**src/rtl/cls_sub_clk.sv**
```systemverilog
// Multi-cycle two's-complement subtractor: D = A + ~B + 1, one CHUNK-bit slice per cycle.
// Optional macro CLS_ZERO_FLAG_EN adds an o_zero result flag.
module cls_sub_clk #(
    parameter int WIDTH = 32,
    parameter int CHUNK = 8
) (
    input  logic             clk,
    input  logic             reset,
    input  logic             i_start,
    input  logic [WIDTH-1:0] i_a,
    input  logic [WIDTH-1:0] i_b,
    output logic             o_busy,
    output logic             o_done,
    output logic [WIDTH-1:0] o_d,
    output logic             o_bout,
`ifdef CLS_ZERO_FLAG_EN
    output logic             o_zero,
`endif
    output logic             o_v
);

    localparam int NCHK = WIDTH / CHUNK;
    localparam int IDXW = (NCHK > 1) ? $clog2(NCHK) : 1;
    localparam logic [IDXW-1:0] LAST_IDX = IDXW'(NCHK - 1);

    typedef enum logic [1:0] {IDLE, RUN, DONE} state_t;

    state_t           state, state_next;
    logic [WIDTH-1:0] ra, rnb, shadow, shadow_next;
    logic             carry;
    logic [IDXW-1:0]  idx;
    logic [CHUNK-1:0] a_sl, b_sl, s;
    logic             c, msb_cin, last;
    int               base;

    assign last   = (idx == LAST_IDX);
    assign o_busy = (state != IDLE);

    // One slice of the ripple; carry into the slice MSB is recovered from the sum bit.
    always_comb begin
        base        = int'(idx) * CHUNK;
        a_sl        = ra[base +: CHUNK];
        b_sl        = rnb[base +: CHUNK];
        {c, s}      = {1'b0, a_sl} + {1'b0, b_sl} + {{CHUNK{1'b0}}, carry};
        msb_cin     = s[CHUNK-1] ^ a_sl[CHUNK-1] ^ b_sl[CHUNK-1];
        shadow_next = shadow;
        shadow_next[base +: CHUNK] = s;
    end

    always_ff @(posedge clk or posedge reset) begin
        if (reset) state <= IDLE;
        else       state <= state_next;
    end

    // NOTE: every always_comb output gets a default first so no path can infer a latch.
    always_comb begin
        state_next = state;
        case (state)
            IDLE:    if (i_start) state_next = RUN;
            RUN:     if (last)    state_next = DONE;
            DONE:    state_next = IDLE;
            default: state_next = IDLE;
        endcase
    end

    // NOTE: sequential state uses non-blocking assignments so all registers see pre-edge values.
    always_ff @(posedge clk or posedge reset) begin
        if (reset) begin
            ra     <= '0;
            rnb    <= '0;
            shadow <= '0;
            carry  <= 1'b0;
            idx    <= '0;
            o_done <= 1'b0;
            o_d    <= '0;
            o_bout <= 1'b0;
            o_v    <= 1'b0;
`ifdef CLS_ZERO_FLAG_EN
            o_zero <= 1'b0;
`endif
        end else begin
            case (state)
                IDLE: begin
                    if (i_start) begin
                        ra     <= i_a;
                        rnb    <= ~i_b;
                        carry  <= 1'b1;
                        idx    <= '0;
                        shadow <= '0;
                    end
                end
                RUN: begin
                    shadow <= shadow_next;
                    carry  <= c;
                    idx    <= last ? '0 : idx + 1'b1;
                    if (last) begin
                        o_d    <= shadow_next;
                        o_bout <= ~c;
                        o_v    <= msb_cin ^ c;
                        o_done <= 1'b1;
`ifdef CLS_ZERO_FLAG_EN
                        o_zero <= (shadow_next == '0);
`endif
                    end
                end
                DONE: o_done <= 1'b0;
                default: o_done <= 1'b0;
            endcase
        end
    end

endmodule

```
**config.mk**
```make
export PLATFORM = sky130hd
export DESIGN_NAME = cls_sub_clk
export DESIGN_NICKNAME = d
export VERILOG_FILES = /design/src/rtl/cls_sub_clk.sv
export SDC_FILE = /design/constraint.sdc
export NUM_CORES = 1
export LEC_CHECK = 0
export ABC_AREA = 1
export CAP_MARGIN = 20
export CORE_ASPECT_RATIO = 1.1
export CORE_UTILIZATION = 25
export CTS_BUF_LIST = sky130_fd_sc_hd__clkbuf_16
export CTS_CLUSTER_DIAMETER = 200
export DETAILED_ROUTE_END_ITERATION = 10
export PLACE_DENSITY = 0.44
export SETUP_SLACK_MARGIN = 0.5
export SLEW_MARGIN = 20
export SYNTH_ARGS = -nofsm -noshare
export SYNTH_HDL_FRONTEND = slang
export SYNTH_SLANG_ARGS = --single-unit
```
**constraint.sdc**
```tcl
create_clock -name clk -period 16.3 [get_ports clk]
set_clock_uncertainty 0.15 [all_clocks]
set_input_delay 4.89 -clock clk [delete_from_list [all_inputs] [get_ports clk]]
set_output_delay 4.89 -clock clk [all_outputs]
set_load 0.01 [all_outputs]
```
==> key figures <==
Floorplan
  • Chip height: 171 µm
  • Ports: 103
  • Die ar.: 26600 µm²
  • Starting Density: 0.255
  • Row cnt: 61
  • Core Region: 25400 µm²
  • Die Width: 156 µm

Layout
  • Number of non-filler instances in the completed layout: 1203
  • Final nets: 927
  • P&R area growth vs syn: 29.3%
  • Layout cell share with drive strength beyond 1: 0.106
  • Antenna Diode Count: 0

CTS
  • TritonCTS Sinks: 136
  • CTS clk-pin slew, worst paths: 0.06 ns
  • # hold bufs at CTS: 0
  • Max clock buf depth: 2
  • CTS H-tree depth: 4
  • Inserted Clock Buffers: 17
  • Root Buffer: clkbuf_16
  • CTS tree: yes
  • Post-CTS Setup Bufs: 0
  • PostCTS Resize Cnt: 0
  • Clock Latency Late Sink: 0.42 ns

STA
  • Peak Freq: 145 MHz
  • Post-route setup TNS: 0 ns
  • Fin crit share: 0.425
  • Fin crit period: 6.92 ns
  • Finish-stage setup viols: 0
  • RSZ-0062 raised after global routing: no
  • Slew headroom: 0.414
  • Measured slew at the worst slew-check pin: 0.879 ns
  • Final count of hold timing violations: 0
  • Final Max Slew Viols: 0

Detailed routing
  • Drt wl/cell: 14.7 µm
  • DR iter-0 viols: 269
  • DRT Pass-1 Iters: 4
  • DR vias/cell: 4.31
  • DR DRC count: 0
  • Final wirelength: 17.6 mm
  • Vias: 5181
  • Antenna viol nets, final: 0

Place
  • Placed cells: 1172
  • Final Wtd Congestion: 0.742
  • Port bufs: 102
  • Hpwl dp: 12.0 mm

Synthesis
  • Mapped Area: 6490 µm²
  • Post-Syn Area per Cell: 8.62 µm²
  • Largest family of logic cells by synthesized area: simple AND/OR/NAND/NOR gates
  • Syn Inst Count: 753
  • Post-synthesis xor/xnor area fraction: 0.00270
  • Syn Nets: 835
  • Post-synthesis mux area share: 0.0538
  • Synth cell types: 32
  • Post-synthesis simple-gate area fraction: 0.214
  • Number of flops mapped to enable cells by yosys: 0
  • Synth Area in Compound Gates: 0.106
  • Post-synthesis sequential area ratio: 0.525
  • Adder-Cell Fraction of Synth Area: 0.0312
  • Post-synth ARST share: 1.00
  • Yosys warns: 0
  • Ys flop type: dfrtp_1
  • Synth Register Bits: 136

Global route
  • GR Util All Layers: 0.141
  • Vias in the first global route: 5199
  • Met2 Use GR: 0.235
  • Gr busiest metal: met2
  • Initial antenna violation count: 0
  • Met1 usage: 0.182
  • First-pass GRT wire length: 28.3 mm
  • Total congestion overflow: 0
  • Largest net degree at the start of global routing: 74
  • Met3 usage: 0.0319

Worst setup path
  • Crit path cell chain: clkdlybuf4s50_1 > nand2_4 > nand2_1 > inv_1 > nand2_1 > nand2_1
  • Buf/Inv on CP: 2
  • Worst-path maximum fanout: 46
  • Setup crit end kind: flip-flop
  • CP top delay family: simple AND/OR/NAND/NOR gates
  • Crit path top cell by count: nand2_1
  • R2R Setup Slk: 12.49 ns
  • CP Data Arrival Time: 7.08 ns
  • CP Launch Type: input port
  • WP data required: 16.46 ns
  • Max incr delay on CP: 0.68 ns
  • Worst-path cell with the longest stage delay: nand2_1
  • Setup CP Type: in -> reg

Power
  • Leak: 3.94 nW
  • PwrDens: 233 nW/µm²
  • Peak supply drop: 0.0775 mV
  • PnR Total Power: 1.95 mW

Outcome
  • Status: complete, no violations

Min path
  • Tightest Hold Check Type: reg -> reg

Job
  • Max Cap Viol: 0
## Yosys cell counts (5+ instances only)
library cell	count	area share
nand2_2	9	0.0087
dfrtp_1	136	0.52
mux2_2	31	0.054
nand2_1	264	0.15
o22ai_1	35	0.034
clkbuf_1	12	0.0069
buf_2	18	0.014
o21ai_0	61	0.047
inv_1	56	0.032
ha_1	13	0.025
inv_2	10	0.0058
nand4_1	6	0.0058
a21oi_1	5	0.0039
nand3_1	19	0.015
nor2_1	34	0.020
o21ai_1	20	0.015
## cells in the final DEF (no fill, tap or decap), drive strengths merged
master	Yosys	final
nand2	273	273
dfrtp	136	136
clkdlybuf4s50	0	102
o21ai	81	81
inv	67	72
nor2	37	37
o22ai	35	35
mux2	31	31
nand3	21	21
clkbuf	13	17
ha	13	13
nand4	7	7
buf	22	6
a21oi	6	6
bufinv	0	3
clkinvlp	0	3
clkinv	0	3
nand3b	2	2
a32oi	2	2
fa	2	2
xor2	1	1
xnor2	1	1
nor3	1	1
a22oi	1	1
o21a	1	1
## registers in the layout, indices dropped and copies added (netlist names)
register	flops
o_done	1
idx	2
carry	1
rnb	32
o_bout	1
o_d	32
o_v	1
ra	32
state	2
shadow	32
## cells by family after synthesis
logic type,after synthesis
buffers and inverters,102
AND/OR/NAND/NOR,341
AO/OA/AOI/OAI,126
XOR/XNOR,2
adder cells (fa/ha/maj),15
flip-flops,136
multiplexers,31
## worst paths after layout
path | startpoint | to | cells after the start
max in group asynchronous | reset | shadow[16] | 3
min in group asynchronous | reset | o_d[4] | 2
worst max register to register | idx[0] | shadow[9] | 14
worst min register to register | o_d[24] | o_d[24] | 2
worst max-delay path | i_start | shadow[28] | 6
worst min-delay path | o_d[24] | o_d[24] | 2
## power breakdown
group	switching, mW	total (mW)	internal, mW
Clock	0.146	0.381	0.235
Sequential	0.0790	0.561	0.482
Combinational	0.638	1.01	0.371
## tightest hold or removal path: stages, from the launching register on
cell     delay (ns)
dfrtp_1        0.34
nand2_1        0.05
nand2_1        0.05
## metrics by stage
step	setup slack, ns	hold WS, ns	util	area [µm²]
4_1_cts	9.37	0.331	0.330	8390
3_3_place_gp	8.93	0.311	0.308	7820
2_1_floorplan	7.62	0.298	-	6490
6_report	9.38	0.324	0.330	8390
5_1_grt	9.15	0.343	0.330	8390
3_5_place_dp	8.93	0.317	0.308	7820
## cell type report
| cell class | count | area [µm²] |
|---|---|---|
| clock buffer | 17 | 425 |
| inverter | 67 | 262 |
| multi-input combinational | 515 | 2660 |
| clock inverter | 14 | 145 |
| sequential | 136 | 3400 |
| timing repair buffer | 108 | 1070 |
| tap | 346 | 433 |
| fill | 2709 | 17000 |
## layer usage
layer | wire (µm) | up-vias
met5 | 0 | -
met4 | 167 | 0
met3 | 599 | 12
met2 | 8610 | 91
met1 | 8260 | 2445
li1 | - | 2633
Note: power is estimated with default switching activity, not from simulation.
